File: config.mk
export PLATFORM = sky130hd
export DESIGN_NAME = sram_axi_mux_bridge
export DESIGN_NICKNAME = d
export VERILOG_FILES = /design/src/rtl/sram_axi_mux_bridge_pkg.sv /design/src/rtl/sram_axi_mux_bridge_rr_arbiter.sv /design/src/rtl/sram_axi_mux_bridge.sv
export SDC_FILE = /design/constraint.sdc
export NUM_CORES = 1
export LEC_CHECK = 0
export BUFFER_PORTS_ARGS = -buffer_cell sky130_fd_sc_hd__buf_4
export CAP_MARGIN = 15
export CORE_AREA = 2 2 148 150
export DETAILED_ROUTE_END_ITERATION = 6
export DIE_AREA = 0 0 150 152
export GPL_TIMING_DRIVEN = 1
export PLACE_DENSITY = 0.57
export SKIP_LAST_GASP = 1
export SLEW_MARGIN = 20
export SYNTH_ARGS = -nofsm -noshare
export SYNTH_HDL_FRONTEND = slang
export SYNTH_SLANG_ARGS = --single-unit
File: constraint.sdc
create_clock -name i_clk -period 4.82 [get_ports i_clk]
set_clock_uncertainty 0.05 [all_clocks]
set_input_delay 0.964 -clock i_clk [delete_from_list [all_inputs] [get_ports i_clk]]
set_output_delay 0.964 -clock i_clk [all_outputs]
set_load 0.01 [all_outputs]
File: src/rtl/sram_axi_mux_bridge_pkg.sv
// Shared constants, FSM encoding and helpers for the SRAM-to-AXI3 mux bridge.
package sram_axi_mux_bridge_pkg;

  localparam logic [1:0] AXI_BURST_INCR  = 2'b01;
  localparam logic [1:0] AXI_RESP_OKAY   = 2'b00;
  localparam logic [1:0] AXI_RESP_SLVERR = 2'b10;

  typedef enum logic [2:0] {
    StIdle = 3'd0,
    StAr   = 3'd1,
    StR    = 3'd2,
    StWr   = 3'd3,
    StB    = 3'd4,
    StDone = 3'd5
  } bridge_state_e;

  // AXI AxSIZE encoding for a full-width beat of the given byte count.
  function automatic logic [2:0] axi_size(input int unsigned bytes);
    return 3'($clog2(bytes));
  endfunction

endpackage

File: src/rtl/sram_axi_mux_bridge_rr_arbiter.sv
// Round-robin arbiter: combinational grant starting from a registered rotating pointer.
// The pointer moves one past the current grant when i_advance is high.
module sram_axi_mux_bridge_rr_arbiter #(
  parameter int unsigned N     = 2,
  parameter int unsigned IDX_W = (N > 1) ? $clog2(N) : 1
) (
  input  logic             i_clk,
  input  logic             i_rst,
  input  logic [N-1:0]     i_req,
  input  logic             i_advance,
  output logic [N-1:0]     o_grant_oh,
  output logic [IDX_W-1:0] o_grant_idx
);

  if (N == 1) begin : g_single
    // Only one requester: grant is a pass-through and no pointer is needed.
    logic w_unused;
    assign w_unused    = i_clk ^ i_rst ^ i_advance;
    assign o_grant_oh  = i_req;
    assign o_grant_idx = '0;
  end else begin : g_multi
    logic [IDX_W-1:0] r_ptr;
    logic [IDX_W:0]   w_cand;
    logic             w_found;

    // Scan requesters starting at the pointer, wrapping, and take the first one.
    always_comb begin
      o_grant_oh  = '0;
      o_grant_idx = '0;
      w_found     = 1'b0;
      w_cand      = '0;
      for (int unsigned k = 0; k < N; k++) begin
        w_cand = {1'b0, r_ptr} + (IDX_W + 1)'(k);
        if (w_cand >= (IDX_W + 1)'(N)) begin
          w_cand = w_cand - (IDX_W + 1)'(N);
        end
        if (!w_found && i_req[w_cand[IDX_W-1:0]]) begin
          w_found                        = 1'b1;
          o_grant_idx                    = w_cand[IDX_W-1:0];
          o_grant_oh[w_cand[IDX_W-1:0]] = 1'b1;
        end
      end
    end

    // Rotate the pointer past the channel just granted.
    always_ff @(posedge i_clk) begin
      if (i_rst) begin
        r_ptr <= '0;
      end else if (i_advance) begin
        r_ptr <= (o_grant_idx == IDX_W'(N - 1)) ? '0 : o_grant_idx + 1'b1;
      end
    end
  end

endmodule

File: src/rtl/sram_axi_mux_bridge.sv
// Merges NUM_CH SRAM-style request channels onto a single AXI3 master.
// Single-beat transfers, one transaction outstanding, round-robin arbitration.
// Optional feature macro: SRAM_AXI_BRIDGE_ERR_EN adds o_ch_err and sticky o_err_seen
// reporting non-OKAY rresp/bresp; without it responses are ignored.
module sram_axi_mux_bridge
  import sram_axi_mux_bridge_pkg::*;
#(
  parameter int unsigned NUM_CH     = 2,
  parameter int unsigned ADDR_WIDTH = 32,
  parameter int unsigned DATA_WIDTH = 32,
  parameter int unsigned ID_WIDTH   = 4
) (
  input  logic                           i_clk,
  input  logic                           i_rst,
  // SRAM-style request side
  input  logic [NUM_CH-1:0]              i_ch_req,
  input  logic [NUM_CH*DATA_WIDTH/8-1:0] i_ch_write_en,
  input  logic [NUM_CH*ADDR_WIDTH-1:0]   i_ch_addr,
  input  logic [NUM_CH*DATA_WIDTH-1:0]   i_ch_write_data,
  output logic [NUM_CH-1:0]              o_ch_done,
  output logic [DATA_WIDTH-1:0]          o_ch_read_data,
  output logic                           o_ch_busy,
`ifdef SRAM_AXI_BRIDGE_ERR_EN
  output logic                           o_ch_err,
  output logic                           o_err_seen,
`endif
  // AR
  output logic [ID_WIDTH-1:0]            o_arid,
  output logic [ADDR_WIDTH-1:0]          o_araddr,
  output logic [3:0]                     o_arlen,
  output logic [2:0]                     o_arsize,
  output logic [1:0]                     o_arburst,
  output logic [1:0]                     o_arlock,
  output logic [3:0]                     o_arcache,
  output logic [2:0]                     o_arprot,
  output logic                           o_arvalid,
  input  logic                           i_arready,
  // R
  input  logic [ID_WIDTH-1:0]            i_rid,
  input  logic [DATA_WIDTH-1:0]          i_rdata,
  input  logic [1:0]                     i_rresp,
  input  logic                           i_rlast,
  input  logic                           i_rvalid,
  output logic                           o_rready,
  // AW
  output logic [ID_WIDTH-1:0]            o_awid,
  output logic [ADDR_WIDTH-1:0]          o_awaddr,
  output logic [3:0]                     o_awlen,
  output logic [2:0]                     o_awsize,
  output logic [1:0]                     o_awburst,
  output logic [1:0]                     o_awlock,
  output logic [3:0]                     o_awcache,
  output logic [2:0]                     o_awprot,
  output logic                           o_awvalid,
  input  logic                           i_awready,
  // W
  output logic [ID_WIDTH-1:0]            o_wid,
  output logic [DATA_WIDTH-1:0]          o_wdata,
  output logic [DATA_WIDTH/8-1:0]        o_wstrb,
  output logic                           o_wlast,
  output logic                           o_wvalid,
  input  logic                           i_wready,
  // B
  input  logic [ID_WIDTH-1:0]            i_bid,
  input  logic [1:0]                     i_bresp,
  input  logic                           i_bvalid,
  output logic                           o_bready
);

  localparam int unsigned SEL_W = DATA_WIDTH / 8;
  localparam int unsigned IDX_W = (NUM_CH > 1) ? $clog2(NUM_CH) : 1;
  localparam logic [2:0]  AXI_SIZE = axi_size(SEL_W);

  bridge_state_e           r_state;
  logic [IDX_W-1:0]        r_grant;
  logic [NUM_CH-1:0]       r_grant_oh;
  logic [ADDR_WIDTH-1:0]   r_addr;
  logic [SEL_W-1:0]        r_strb;
  logic [DATA_WIDTH-1:0]   r_wdata;
  logic [DATA_WIDTH-1:0]   r_read_data;
  logic [NUM_CH-1:0]       r_done;
  logic                    r_arvalid;
  logic                    r_rready;
  logic                    r_awvalid;
  logic                    r_wvalid;
  logic                    r_bready;
  logic                    r_aw_done;
  logic                    r_w_done;
`ifdef SRAM_AXI_BRIDGE_ERR_EN
  logic                    r_err;
  logic                    r_err_seen;
`endif

  logic [NUM_CH-1:0]       w_grant_oh;
  logic [IDX_W-1:0]        w_grant_idx;
  logic                    w_start;
  logic [SEL_W-1:0]        w_sel_strb;
  logic                    w_aw_ok;
  logic                    w_w_ok;

  // rid/rlast/bid are not checked: only one transaction is ever outstanding.
  logic                    w_unused;
`ifdef SRAM_AXI_BRIDGE_ERR_EN
  assign w_unused = ^{i_rid, i_rlast, i_bid};
`else
  assign w_unused = ^{i_rid, i_rlast, i_bid, i_rresp, i_bresp};
`endif

  // Pointer advances at grant time; it is not consulted again until the
  // next IDLE, and a reset clears it, so this matches advancing in DONE.
  assign w_start = (r_state == StIdle) && (|i_ch_req);

  sram_axi_mux_bridge_rr_arbiter #(
    .N     (NUM_CH),
    .IDX_W (IDX_W)
  ) u_arb (
    .i_clk       (i_clk),
    .i_rst       (i_rst),
    .i_req       (i_ch_req),
    .i_advance   (w_start),
    .o_grant_oh  (w_grant_oh),
    .o_grant_idx (w_grant_idx)
  );

  assign w_sel_strb = i_ch_write_en[w_grant_idx*SEL_W +: SEL_W];
  // A channel is accepted either on an earlier cycle or by this cycle's handshake.
  assign w_aw_ok    = r_aw_done | (r_awvalid & i_awready);
  assign w_w_ok     = r_w_done  | (r_wvalid  & i_wready);

  // Bridge FSM with all bus-facing controls registered.
  always_ff @(posedge i_clk) begin
    if (i_rst) begin
      r_state     <= StIdle;
      r_grant     <= '0;
      r_grant_oh  <= '0;
      r_addr      <= '0;
      r_strb      <= '0;
      r_wdata     <= '0;
      r_read_data <= '0;
      r_done      <= '0;
      r_arvalid   <= 1'b0;
      r_rready    <= 1'b0;
      r_awvalid   <= 1'b0;
      r_wvalid    <= 1'b0;
      r_bready    <= 1'b0;
      r_aw_done   <= 1'b0;
      r_w_done    <= 1'b0;
`ifdef SRAM_AXI_BRIDGE_ERR_EN
      r_err       <= 1'b0;
      r_err_seen  <= 1'b0;
`endif
    end else begin
      r_done <= '0;
`ifdef SRAM_AXI_BRIDGE_ERR_EN
      r_err  <= 1'b0;
`endif
      case (r_state)
        StIdle: begin
          if (w_start) begin
            r_grant    <= w_grant_idx;
            r_grant_oh <= w_grant_oh;
            r_addr     <= i_ch_addr[w_grant_idx*ADDR_WIDTH +: ADDR_WIDTH];
            r_strb     <= w_sel_strb;
            r_wdata    <= i_ch_write_data[w_grant_idx*DATA_WIDTH +: DATA_WIDTH];
            if (w_sel_strb == '0) begin
              r_arvalid <= 1'b1;
              r_state   <= StAr;
            end else begin
              r_awvalid <= 1'b1;
              r_wvalid  <= 1'b1;
              r_aw_done <= 1'b0;
              r_w_done  <= 1'b0;
              r_state   <= StWr;
            end
          end
        end
        StAr: begin
          if (i_arready) begin
            r_arvalid <= 1'b0;
            r_rready  <= 1'b1;
            r_state   <= StR;
          end
        end
        StR: begin
          if (i_rvalid) begin
            r_rready    <= 1'b0;
            r_read_data <= i_rdata;
            r_done      <= r_grant_oh;
`ifdef SRAM_AXI_BRIDGE_ERR_EN
            r_err       <= (i_rresp != AXI_RESP_OKAY);
            r_err_seen  <= r_err_seen | (i_rresp != AXI_RESP_OKAY);
`endif
            r_state     <= StDone;
          end
        end
        StWr: begin
          if (r_awvalid && i_awready) begin
            r_awvalid <= 1'b0;
            r_aw_done <= 1'b1;
          end
          if (r_wvalid && i_wready) begin
            r_wvalid <= 1'b0;
            r_w_done <= 1'b1;
          end
          if (w_aw_ok && w_w_ok) begin
            r_bready <= 1'b1;
            r_state  <= StB;
          end
        end
        StB: begin
          if (i_bvalid) begin
            r_bready   <= 1'b0;
            r_done     <= r_grant_oh;
`ifdef SRAM_AXI_BRIDGE_ERR_EN
            r_err      <= (i_bresp != AXI_RESP_OKAY);
            r_err_seen <= r_err_seen | (i_bresp != AXI_RESP_OKAY);
`endif
            r_state    <= StDone;
          end
        end
        StDone: begin
          r_state <= StIdle;
        end
        default: begin
          r_state <= StIdle;
        end
      endcase
    end
  end

  assign o_ch_done      = r_done;
  assign o_ch_read_data = r_read_data;
  assign o_ch_busy      = (r_state != StIdle);
`ifdef SRAM_AXI_BRIDGE_ERR_EN
  assign o_ch_err       = r_err;
  assign o_err_seen     = r_err_seen;
`endif

  assign o_arid    = ID_WIDTH'(r_grant);
  assign o_araddr  = r_addr;
  assign o_arlen   = 4'd0;
  assign o_arsize  = AXI_SIZE;
  assign o_arburst = AXI_BURST_INCR;
  assign o_arlock  = 2'b00;
  assign o_arcache = 4'd0;
  assign o_arprot  = 3'd0;
  assign o_arvalid = r_arvalid;
  assign o_rready  = r_rready;

  assign o_awid    = ID_WIDTH'(r_grant);
  assign o_awaddr  = r_addr;
  assign o_awlen   = 4'd0;
  assign o_awsize  = AXI_SIZE;
  assign o_awburst = AXI_BURST_INCR;
  assign o_awlock  = 2'b00;
  assign o_awcache = 4'd0;
  assign o_awprot  = 3'd0;
  assign o_awvalid = r_awvalid;

  assign o_wid     = ID_WIDTH'(r_grant);
  assign o_wdata   = r_wdata;
  assign o_wstrb   = r_strb;
  assign o_wlast   = 1'b1;
  assign o_wvalid  = r_wvalid;
  assign o_bready  = r_bready;

endmodule

======== Word-level counts from Yosys, hierarchy flattened ========
Cells that the tools add are included.
cells by class
  muxes and demuxes ....................... 48
  $add $sub $neg .......................... 4
  equal/unequal tests ..................... 13
  div/mod/pow operators ................... 0
  bitwise gates (word level) .............. 5
  shifts and indexed selects .............. 3
  magnitude comparators ................... 6
  multiply operators ...................... 0
  reduce and logical (&&, ||, !) cells .... 24
operators with widths
  cell                                                                     count
  64-bit by 7-bit indexed part select with 32-bit output                   2
  1-bit two-way mux                                                        27
  3-bit two-way mux                                                        5
  3-bit case mux with 5 select lines                                       1
  2-bit inequality test, second input constant                             7
  1-bit case mux with 2 select lines                                       7
  4-bit AND reduction                                                      3
  2-bit two-way mux                                                        5
  2-bit nonzero test                                                       4
  8-bit by 4-bit indexed part select with 4-bit output                     1
  1-bit logical AND                                                        7
  3-bit by 2-bit == test with 1-bit output, second input constant          2
  3-bit AND reduction                                                      2
  5-bit AND reduction                                                      1
  4-bit logical NOT                                                        1
  1-bit by 2-bit < comparator with 1-bit output, second input constant     2
  2-bit by 1-bit inequality test with 1-bit output, second input constant  2
  2-bit case mux with 2 select lines                                       1
  2-bit AND reduction                                                      2
  3-bit by 1-bit == test with 1-bit output, second input constant          1
  3-bit == test, second input constant                                     1
  3-bit logical NOT                                                        1
  3-bit nonzero test                                                       1
  1-bit by 1-bit adder with 2-bit output, second input constant            1
  other kinds (11)                                                         16
storage, ports and cells
  latch bits .............................. 0
  input port bits ......................... 190
  bits in read-only memories .............. 0
  output and inout bits ................... 189
  bits in writable memories ............... 0
  memories kept ........................... 0
  word-level logic and storage cells ...... 119
  bits in registers ....................... 116

======== Longest topological paths before layout ========
Gate-level depths: netlist of the first run.
  depth in word-level cells ............... 13
  gate-level depth with buffers ........... 7
  gate-level depth less buffers ........... 4

======== Modules after synthesis ========
Synthesis of the first run repeated with hierarchy kept, for this count alone.
second synthesis, totals
  cells, all modules ...................... 625
  area, all modules ....................... 5,514.0 um2
by module, submodules not included
  module                          instances  area each (um2)  seq. area each (um2)  cells an instance
  sram_axi_mux_bridge             1          5,439.0          2,302.2               618
  sram_axi_mux_bridge_rr_arbiter  1          75.1             20.0                  7

======== Worst setup path before layout of the first run ========
No wires, ideal clock.
  path kind ............................... input -> register
  start point ............................. in i_ch_write_en[0]
  end point ............................... reg r_aw_done
  setup slack ............................. 2.601 ns
  stages .................................. 4
  required time ........................... 4.675 ns
  arrival time ............................ 2.073 ns
  library setup time ...................... 0.095 ns
  buffers on the path ..................... 0
  path through ............................ or4_1 a21o_1 and2_1 a221oi_1
on the way
  cells in the longest elaborated chain, start to end .. 4
ends and longest elaborated chain
  element                                               RTL line                    RTL
  from (decl)                                           sram_axi_mux_bridge.sv:17   input logic [NUM_CH*DATA_WIDTH/8-1:0] i_ch_write_en,
  8-bit by 4-bit indexed part select with 4-bit output  sram_axi_mux_bridge.sv:125  assign w_sel_strb = i_ch_write_en[w_grant_idx*SEL_W +: SEL_W];
  4-bit logical NOT                                     sram_axi_mux_bridge.sv:165  if (w_sel_strb == '0) begin
  2-bit inequality test (no line)                       -
  4-bit AND reduction (no line)                         -
  to (signal assigned)                                  sram_axi_mux_bridge.sv:146  r_aw_done <= 1'b0;
  to (signal assigned)                                  sram_axi_mux_bridge.sv:171  r_aw_done <= 1'b0;
  to (signal assigned)                                  sram_axi_mux_bridge.sv:199  r_aw_done <= 1'b1;
  to (decl)                                             sram_axi_mux_bridge.sv:87   logic r_aw_done;
Every way passes these cells.
A chain may end at the register's enable or synchronous reset.

======== Worst setup path after layout of the first run ========
  start point ............................. reg r_state[1]
  end point ............................... out o_ch_busy
on the way
  cells in the longest elaborated chain, start to end .. 1
ends and longest elaborated chain
  element                 RTL line                    RTL
  from (decl)             sram_axi_mux_bridge.sv:74   bridge_state_e r_state;
  from (signal assigned)  sram_axi_mux_bridge.sv:133  r_state <= StIdle;
  from (signal assigned)  sram_axi_mux_bridge.sv:167  r_state <= StAr;
  from (signal assigned)  sram_axi_mux_bridge.sv:173  r_state <= StWr;
  3-bit nonzero test      sram_axi_mux_bridge.sv:233  assign o_ch_busy = (r_state != StIdle);
  to (decl)               sram_axi_mux_bridge.sv:22   output logic o_ch_busy,
Every way passes these cells.

==> results of run 1 <==
==> stage by stage <==
stage / total power [uW] / cell area [um2] / worst slack (ps) / std cells / hold WS, ps
finish: 3720 / 8220 / 2210 / 1251 / 405
global route: 3970 / 8220 / 2030 / 1251 / 421
CTS: 3790 / 8220 / 2200 / 1251 / 406
detailed placement: 2500 / 7640 / 1860 / 1219 / 397
global placement: 2490 / 7640 / 1870 / 1219 / 394
floorplan: 2020 / 5700 / 2600 / 754 / 380
==> registers in the layout (all words and copies together), names as in the netlist <==
signal and flops:
r_grant_oh 2, o_wvalid 1, o_wstrb 4, o_bready 1, u_arb.g_multi.r_ptr 1, r_grant 1, o_ch_done 2, o_awvalid 1
o_rready 1, r_state 3, o_arvalid 1, o_wdata 32, r_aw_done 1, r_w_done 1, o_araddr 32, o_ch_read_data 32
==> power groups by stage <==
stage / Sequential, uW / Combinational (uW) / Clock [uW]
final: 1270 / 1190 / 1260
after global routing: 1300 / 1320 / 1350
after CTS: 1280 / 1210 / 1300
after detailed placement: 1300 / 1210 / 0
after global placement: 1290 / 1200 / 0
after floorplan: 1340 / 683 / 0
==> critical path, delay by kind of cell (launching register included) <==
kind	cells	cell delay, ps
AND/OR/NAND/NOR	1	490
flip-flops	1	450
buffers and inverters	2	250
==> synthesized netlist by cell type <==
| library cell | number | area (um2) |
|---|---|---|
| nor3_4 | 1 | 16.3 |
| a311oi_1 | 68 | 596 |
| a21o_1 | 1 | 7.51 |
| o31ai_1 | 1 | 7.51 |
| nand2_1 | 143 | 537 |
| conb_1 | 2 | 7.51 |
| o41ai_1 | 1 | 8.76 |
| or2_1 | 1 | 6.26 |
| nor2b_1 | 2 | 12.5 |
| a211oi_1 | 1 | 7.51 |
| dfxtp_1 | 116 | 2320 |
| nor3b_2 | 1 | 12.5 |
| nor4_1 | 1 | 6.26 |
| mux2_2 | 1 | 11.3 |
| o21ai_0 | 6 | 30.0 |
| nor3b_1 | 1 | 7.51 |
| nand2b_1 | 4 | 25.0 |
| a21oi_1 | 42 | 210 |
| a31oi_1 | 2 | 12.5 |
| nor3_1 | 6 | 30.0 |
| and2_1 | 4 | 25.0 |
| nor2_1 | 74 | 278 |
| nand3_1 | 71 | 355 |
| nand3b_1 | 1 | 7.51 |
| a32oi_1 | 1 | 8.76 |
| clkbuf_1 | 38 | 143 |
| or3b_2 | 1 | 8.76 |
| a2111oi_0 | 1 | 8.76 |
| inv_1 | 5 | 18.8 |
| buf_1 | 1 | 3.75 |
| nand4_1 | 2 | 12.5 |
| buf_4 | 85 | 638 |
| or4_1 | 1 | 7.51 |
| o21a_1 | 1 | 7.51 |
| o211a_1 | 1 | 10.0 |
| a221oi_1 | 4 | 35.0 |
| buf_2 | 18 | 90.1 |
==> layer usage <==
metal / vias up / global-route usage / part of all wire / wire length (um)
li1: 2832 / - / - / -
met1: 2602 / 0.187 / 0.40 / 7550
met2: 240 / 0.273 / 0.49 / 9300
met5: - / 0 / 0 / 0
met3: 25 / 0.0550 / 0.090 / 1710
met4: 0 / 0.0580 / 0.022 / 416
==> how the worst max path moves through the flow <==
stage / startpoint / endpoint / slack (ps) / depth (start not counted)
after CTS: r_state[1]$_SDFFE_PP0P_ / o_ch_busy / 2200 / 3
after floorplan: i_ch_write_en[0] / r_aw_done$_SDFFE_PP0P_ / 2600 / 4
after global routing: r_state[1]$_SDFFE_PP0P_ / o_ch_busy / 2030 / 3
after detailed placement: i_ch_req[0] / o_araddr[21]$_SDFFE_PP0P_ / 1860 / 6
after global placement: i_ch_req[0] / o_araddr[21]$_SDFFE_PP0P_ / 1870 / 6
final: r_state[1]$_SDFFE_PP0P_ / o_ch_busy / 2210 / 3
==> cells by family (layout without fill, tap and decap cells) <==
group,after synthesis,count (layout),share of synthesized area
AND/OR/NAND/NOR,314,314,0.244
buffers and inverters,147,364,0.162
AO/OA/AOI/OAI,130,130,0.172
flip-flops,116,116,0.420
other,2,46,0.00136
multiplexers,1,1,0.00204
==> cell type report <==
cell class              instances  area (um2)
fillers                      2302       13100
clock inverters                15         158
well taps                     280         350
flip-flops and latches        116        2320
repair buffers                327        2450
clock buffers                  17         425
inverters                       5        18.8
multi-input cells             491        2490
==> results by group, run 1 <==
Run status
  – Status: finished clean

Synth
  – Area of the mapped netlist: between 0.005 and 0.006 mm2
  – Synth Register Bits: between 100 and 150
  – Avg Inst Size Synth: about 8 um2
  – Sequential area share after synthesis: 0.420
  – Post-Synthesis Cells: 710
  – Library cells used by synthesis: 37
  – Total of warnings raised by yosys: 0

Power and ir drop
  – Power density cells: 453 mW/mm2
  – VDD IR max: approximately 230 uV
  – Logic pwr share: 0.319
  – Sequential power share: 0.342
  – Int Pwr: around 2400 uW
  – P_leak: ~0.0037 uW
  – NetSw: ~1300 uW
  – Sw Share: 0.346
  – Clock Power Share: 0.338

Timing
  – Max Slew Vio Count: 0
  – Unrepaired setup endpoints after global routing: no
  – Final period utilization: 0.541
  – Max-slew headroom: 0.332
  – Final hold vios: 0
  – Final min period: around 2600 ps
  – Final setup TNS: 0 ps
  – Final setup viols: 0
  – Worst-Margin Slew: roughly 1000 ps
  – Max Freq: between 300 and 400 MHz

Clock network
  – Root buffer selected by CTS: clkbuf_16
  – Number of CTS-inserted buffers: 17
  – CTS tree: built
  – Clock sinks: ~120
  – Post-CTS Setup Bufs: 0
  – CTS HTree Levels: 4
  – Post-CTS Hold Buffers: 0
  – Resized cells post-CTS: 0
  – Skew-Pair Late Insertion Delay: 410 ps
  – Reg clk slew, reported paths: around 60 ps
  – Max clock buf depth: 2

Setup path
  – CP max stage delay: approximately 500 ps
  – RR Endpoint: o_araddr[21]$_SDFFE_PP0P_
  – R2R Setup Slk: between 2000 and 3000 ps
  – Worst setup EP type: primary output
  – CP Class: reg -> out
  – CP max stage cell: nor3_1
  – Cell count of the worst reg-to-reg path: 5
  – Critical Path AT: ~1600 ps
  – CP cell instances: nor3_1 -> inv_1 -> buf_4
  – R2r startpoint: u_arb.g_multi.r_ptr$_SDFFE_PP0P_
  – CP Max Fanout: 15
  – Required time of the critical path: 3810 ps
  – Startpoint types: flop

Route
  – Avg WL per Cell: around 15 um
  – Final wirelength: around 19 mm
  – Drt initial violations: approximately 220
  – Vias: around 5700
  – DRC viols: 0
  – DRT Pass-1 Iters: 4
  – Vias per cell: 4.56
  – Routed Antenna Nets: 0

Die
  – Starting Density: 0.259
  – Chip Width: 150 um
  – Num ports: ~380
  – Placeable Area: approximately 0.021 mm2
  – Site Rows: 54
  – Die H: about 150 um
  – Die ar.: roughly 0.023 mm2

GRT
  – Initial antenna violation count: 0
  – First-pass GRT wire length: 29.1 mm
  – Gr ovfl total: 0
  – Vias in the first global route: roughly 5400
  – Largest net degree at the start of global routing: 88
  – Gr usage total: 0.161

Layout
  – Fin nets: about 1100
  – Most common cell after layout, fill and taps aside: buf_4
  – Ant. Diodes: 0
  – Final Util: 0.385
  – Commonest non-fill, non-tap cells in the layout: 327 x buf_4, 142 x nand2_1, 116 x dfxtp_1
  – Share of cells above drive strength 1: 0.376
  – Layout Area Growth over Synthesis: 48.6%

Placement
  – Hpwl dp: between 10 and 15 mm
  – Port Buffers: about 320
  – RePlAce Congestion: roughly 0.79

Hold path
  – Hold Path Sink: o_ch_read_data[28]$_SDFFE_PP0P_
  – Hold Path Class: reg -> reg
  – Hold Path Depth: 2
  – Min-delay src: o_ch_read_data[28]$_SDFFE_PP0P_

Flow run
  – Number of max-cap violations: 0
Note: power is estimated with default switching activity, not from simulation.
==> inputs of run 2 (changes only) <==
--- a/config.mk
+++ b/config.mk
@@ -11,7 +11,7 @@
 export DETAILED_ROUTE_END_ITERATION = 6
 export DIE_AREA = 0 0 150 152
 export GPL_TIMING_DRIVEN = 1
-export PLACE_DENSITY = 0.57
+export PLACE_DENSITY = 0.59
 export SKIP_LAST_GASP = 1
 export SLEW_MARGIN = 20
 export SYNTH_ARGS = -nofsm -noshare
==> constraint.sdc (replaced) <==
create_clock -name i_clk -period 2.1 [get_ports i_clk]
set_clock_uncertainty 0.05 [all_clocks]
set_input_delay 0.42 -clock i_clk [delete_from_list [all_inputs] [get_ports i_clk]]
set_output_delay 0.42 -clock i_clk [all_outputs]
set_load 0.01 [all_outputs]
==> run 2 against run 1 <==
Compared with the run above:
- clock-buffer cell count stayed put
- highest routed layer unchanged
- register-to-register slack worse by 2300 ps
- critical endpoint unchanged
- sequential share of layout area is 0.61 points lower
- non-clock buffer count is 10 higher
==> results by group, run 2 (synthesis results as in run 1) <==
GRT
  – Vias in the first global route: 5329 (-2.1%)
  – GRT met2 Usage: 0.270 (-0.00283)
  – Most crowded layer after global routing: met2
  – Initial antenna violation count: 0 (unchanged)
  – Grt met1 use: 0.186 (-0.000926)
  – Met3 Track Usage GR: 0.0483 (-0.00661)
  – Gr usage total: 0.159 (-0.00181)
  – Gr ovfl total: 0 (unchanged)
  – Largest net degree at the start of global routing: 70 (-20%)
  – First-pass GRT wire length: 28.5 mm (-2.0%)

Placement
  – Hpwl dp: 13.8 mm (+2.9%)
  – RePlAce Congestion: 0.793 (+0.19%)
  – Placed insts: 1229 (+0.82%)
  – Port Buffers: 319 (unchanged)

Layout
  – Fillers: 2250 (-2.3%)
  – Final Non-Filler Cells: 1261 (+0.80%)
  – Share of cells above drive strength 1: 0.383 (+0.00738)
  – Layout Area Growth over Synthesis: 51.9%
  – Commonest non-fill, non-tap cells in the layout: 329 x buf_4, 142 x nand2_1, 116 x dfxtp_1
  – Ant. Diodes: 0 (unchanged)
  – Most common cell after layout, fill and taps aside: buf_4
  – Area occupied by multi-input gates: 0.00250 mm2 (+0.20%)
  – Fin nets: 1158 (+0.87%)
  – Register area: 0.00232 mm2 (unchanged)

Clock network
  – Number of CTS-inserted buffers: 17 (unchanged)
  – Reg clk slew, reported paths: 60 ps (about the same)
  – CTS tree: built
  – CTS HTree Levels: 4 (unchanged)
  – Clock sinks: 116 (unchanged)
  – Root buffer selected by CTS: clkbuf_16
  – Skew-Pair Late Insertion Delay: 410 ps (about the same)
  – Max clock buf depth: 2 (unchanged)

Power and ir drop
  – VDD IR max: 474 uV (+110%)
  – Power density cells: 1030 mW/mm2 (+130%)
  – P_leak: 0.00380 uW (+2.4%)

Die
  – Die ar.: 0.0228 mm2 (unchanged)
  – Site Rows: 54 (unchanged)
  – Die H: 152 um (unchanged)
  – Chip Width: 150 um (unchanged)
  – Placeable Area: 0.0214 mm2 (unchanged)
  – Num ports: 379 (unchanged)
  – Starting Density: 0.259 (unchanged)

Setup path
  – Startpoint types: flop
  – Required time of the critical path: 1630 ps (-2180 ps)
  – CP Class: reg -> out
  – Critical Path AT: 1390 ps (-200 ps)
  – CP Max Fanout: 12 (-3)
  – Worst setup EP type: primary output

Flow run
  – Number of max-cap violations: 0 (unchanged)

Timing
  – Final min period: between 1500 and 2000 ps
  – Final hold vios: 0 (unchanged)
  – Max Freq: about 540 MHz
  – Worst-Margin Slew: 538 ps (-465 ps)
  – Final setup viols: 0 (unchanged)
  – Unrepaired setup endpoints after global routing: no
  – Final setup TNS: 0 ps (unchanged)
  – Max-slew headroom: 0.638 (+0.306)
  – Max Slew Vio Count: 0 (unchanged)
  – Final period utilization: 0.885

Route
  – Avg WL per Cell: 15.0 um (-1.4%)
  – Vias per cell: 4.53 (-0.51%)
  – DRT Pass-1 Iters: 4 (unchanged)
  – Vias: 5715 (+0.28%)
  – Drt initial violations: 244 (+10%)
  – DRC viols: 0 (unchanged)
  – Routed Antenna Nets: 0 (unchanged)
  – Final wirelength: 18.9 mm (-0.61%)

Run status
  – Status: finished clean

Hold path
  – Hold Path Class: in -> reg
-- run 2: cell count changes in the layout (fill, tap and decap cells not counted) --
cell,delta
nor3_1,-1
inv_6,+1
clkinv_4,-1
nor3_2,+1
buf_4,+2
buf_12,+8
-- run 2: report_power, final --
group | leakage, uW | internal, uW | switching (uW)
clock | 0.000282 | 1680 | 1210
combinational | 0.00257 | 1400 | 1480
sequential | 0.000953 | 2620 | 297
-- run 2: layer usage --
layer,part of all wire,vias up
met5,0,-
met4,0.028,0
met3,0.082,25
met2,0.49,246
met1,0.41,2594
li1,-,2850
-- run 2: what timing repair did --
| action | 4_1_cts | 5_1_grt |
|---|---|---|
| setup endpoints to repair | 0 | 1 |
| endpoints found under the hold margin | 0 | 0 |
| hold buffers | 0 | 0 |
| setup buffers | 0 | 0 |
| resized for setup | 0 | 1 |
-- run 2: stage by stage --
step	worst slack, ps	cell area, um2	hold WS (ps)	utilization	power (uW)
finish	241	8400	185	0.394	8680
global route	130	8400	164	0.394	9220
CTS	46.5	8400	162	0.393	8810
detailed placement	33.9	7810	397	0.366	5880
global placement	48.9	7810	394	0.366	5850
floorplan	425	5700	380	-	4640
-- run 2: final cells by class --
type | instances | share of cell area
well taps | 280 | 0.0417
clock buffers | 17 | 0.0506
repair buffers | 337 | 0.313
flip-flops and latches | 116 | 0.276
inverters | 5 | 0.00223
multi-input cells | 491 | 0.297
clock inverters | 15 | 0.0188
-- run 2: final timing paths --
| path | cells past startpoint | endpoint | slack [ps] | start |
|---|---|---|---|---|
| worst max-delay path | 4 | o_ch_busy | 240 | r_state[2]$_SDFFE_PP0P_ |
| worst min-delay path | 2 | o_wvalid$_SDFFE_PP0P_ | 190 | i_wready |
| worst max register to register | 6 | o_wdata[6]$_SDFFE_PP0P_ | 270 | r_state[0]$_SDFFE_PP0P_ |
| worst min register to register | 2 | o_ch_read_data[11]$_SDFFE_PP0P_ | 400 | o_ch_read_data[11]$_SDFFE_PP0P_ |
-- run 2: worst max-delay path, stage by stage (launching register included) --
cell	delay [ps]
dfxtp_1	310
buf_4	180
nor3_2	250
inv_1	80
buf_4	160
==> inputs of run 3 (changes only) <==
--- a/config.mk
+++ b/config.mk
@@ -11,6 +11,7 @@
 export DETAILED_ROUTE_END_ITERATION = 6
 export DIE_AREA = 0 0 150 152
 export GPL_TIMING_DRIVEN = 1
+export MAX_ROUTING_LAYER = met4
 export PLACE_DENSITY = 0.59
 export SKIP_LAST_GASP = 1
 export SLEW_MARGIN = 20
==> run 3 against run 2 <==
Compared with the run above:
- first-iteration DRC count fell by 7.4%
- largest cell class unchanged
- setup slack got worse by 1.8 ps
- critical path type unchanged
- clock power barely moved
- die area did not move
- critical endpoint unchanged
- highest routed layer unchanged
==> results by group, run 3 (synthesis results as in run 1) <==
Run status
  – Status: finished clean

Route
  – Final wirelength: 19.0 mm (+0.95%)
  – Drt initial violations: 226 (-7.4%)
  – Avg WL per Cell: 15.1 um (+0.95%)
  – DRC viols: 0 (unchanged)
  – Vias per cell: 4.54 (+0.26%)
  – DRT Pass-1 Iters: 4 (unchanged)
  – Vias: 5730 (+0.26%)
  – Routed Antenna Nets: 0 (unchanged)

Layout
  – Final Util: 0.394 (unchanged)
  – Ant. Diodes: 0 (unchanged)
  – Most common cell after layout, fill and taps aside: buf_4
  – Commonest non-fill, non-tap cells in the layout: 329 x buf_4, 142 x nand2_1, 116 x dfxtp_1
  – Fin nets: 1158 (unchanged)
  – Share of cells above drive strength 1: 0.383 (unchanged)
  – Layout Area Growth over Synthesis: 51.9% (unchanged)

Setup path
  – CP Class: reg -> out
  – Startpoint types: flop
  – CP Max Fanout: 12 (unchanged)
  – Required time of the critical path: 1630 ps (about the same)
  – Critical Path AT: 1390 ps (about the same)
  – Worst setup EP type: primary output

Placement
  – Pre-CTS WS: 33.9 ps (unchanged)
  – Port Buffers: 319 (unchanged)
  – RePlAce Congestion: 0.805 (+1.4%)
  – Hpwl dp: 13.8 mm (unchanged)

Die
  – Placeable Area: 0.0214 mm2 (unchanged)
  – Chip Width: 150 um (unchanged)
  – Num ports: 379 (unchanged)
  – Site Rows: 54 (unchanged)
  – Die H: 152 um (unchanged)
  – Die ar.: 0.0228 mm2 (unchanged)
  – Starting Density: 0.259 (unchanged)

Timing
  – Final setup viols: 0 (unchanged)
  – Max Slew Vio Count: 0 (unchanged)
  – Slack of the critical path: 239 ps (-1.83 ps)
  – Final period utilization: 0.886 (about the same)
  – Max-slew headroom: 0.631 (-0.00701)
  – Final hold vios: 0 (unchanged)
  – Unrepaired setup endpoints after global routing: no
  – Hold_ws: 183 ps (-1.91 ps)
  – Final setup TNS: 0 ps (unchanged)
  – Max Freq: 537 MHz (about the same)
  – Final min period: 1860 ps (+1.83 ps)
  – Worst-Margin Slew: 548 ps (+10.4 ps)

Power and ir drop
  – NetSw: 3010 uW (+0.74%)
  – Sw Share: 0.346 (+0.00167)
  – P_leak: 0.00380 uW (unchanged)
  – Sequential power share: 0.335 (about the same)
  – Clock Power Share: 0.333 (about the same)
  – Int Pwr: 5700 uW (about the same)
  – VDD IR max: 478 uV (+1.0%)
  – Power density cells: 1040 mW/mm2 (+0.25%)
  – Logic pwr share: 0.332 (about the same)

Clock network
  – Post-CTS Setup Bufs: 0 (unchanged)
  – Root buffer selected by CTS: clkbuf_16
  – CTS HTree Levels: 4 (unchanged)
  – Max clock buf depth: 2 (unchanged)
  – Post-CTS Hold Buffers: 0 (unchanged)
  – Number of CTS-inserted buffers: 17 (unchanged)
  – CTS tree: built
  – Clock sinks: 116 (unchanged)
  – Reg clk slew, reported paths: 60 ps (about the same)
  – Skew-Pair Late Insertion Delay: 410 ps (about the same)

GRT
  – Gr usage total: 0.164 (+0.00470)
  – Vias in the first global route: 5319 (-0.19%)
  – Grt met1 use: 0.193 (+0.00722)
  – First-pass GRT wire length: 28.5 mm (unchanged)
  – Gr ovfl total: 0 (unchanged)
  – Initial antenna violation count: 0 (unchanged)
  – Most crowded layer after global routing: met2
  – GRT met2 Usage: 0.268 (-0.00174)
  – Met3 Track Usage GR: 0.0390 (-0.00931)
  – Largest net degree at the start of global routing: 70 (unchanged)

Hold path
  – Hold Path Class: in -> reg

Flow run
  – Number of max-cap violations: 0 (unchanged)
-- run 3: layout make-up --
class / count / area, um2
sequential: 116 / 2320
clock buffer: 17 / 425
inverter: 5 / 18.8
fill: 2250 / 12900
multi-input combinational: 491 / 2500
timing repair buffer: 337 / 2630
tap: 280 / 350
clock inverter: 15 / 158
-- run 3: metal layers --
| metal | part of all wire | vias to the layer above |
|---|---|---|
| met5 | 0 | - |
| li1 | - | 2851 |
| met4 | 0.024 | 0 |
| met1 | 0.42 | 2610 |
| met2 | 0.48 | 246 |
| met3 | 0.072 | 23 |
-- run 3: repair_timing --
item | CTS | global route
endpoints found under the hold margin | 0 | 0
endpoints found under the setup margin | 0 | 1
resized for setup | 0 | 1
-- run 3: critical path, stage by stage, from the launching register on --
cell and delay [ps]:
dfxtp_1 310, buf_4 180, nor3_2 250, inv_1 80, buf_4 160
-- run 3: path summary, 6_finish.rpt --
check | cells past startpoint | to | startpoint | slack [ps]
max | 4 | o_ch_busy | r_state[2]$_SDFFE_PP0P_ | 240
min | 2 | o_wvalid$_SDFFE_PP0P_ | i_wready | 180
max reg2reg | 6 | o_wdata[6]$_SDFFE_PP0P_ | r_state[0]$_SDFFE_PP0P_ | 270
min reg2reg | 2 | o_ch_read_data[11]$_SDFFE_PP0P_ | o_ch_read_data[11]$_SDFFE_PP0P_ | 400
-- run 3: metrics by stage --
step | area, um2 | cells | power (uW)
detailed placement | 7810 | 1229 | 5880
global placement | 7810 | 1229 | 5850
global route | 8400 | 1261 | 9220
floorplan | 5700 | 754 | 4640
CTS | 8400 | 1261 | 8810
finish | 8400 | 1261 | 8710
-- run 3: power by group through the flow --
stage | sequential, uW | combinational (uW) | clock [uW]
global placement | 2950 | 2900 | 0
global route | 2980 | 3180 | 3060
finish | 2910 | 2890 | 2900
detailed placement | 2970 | 2910 | 0
floorplan | 3070 | 1570 | 0
CTS | 2920 | 2920 | 2970
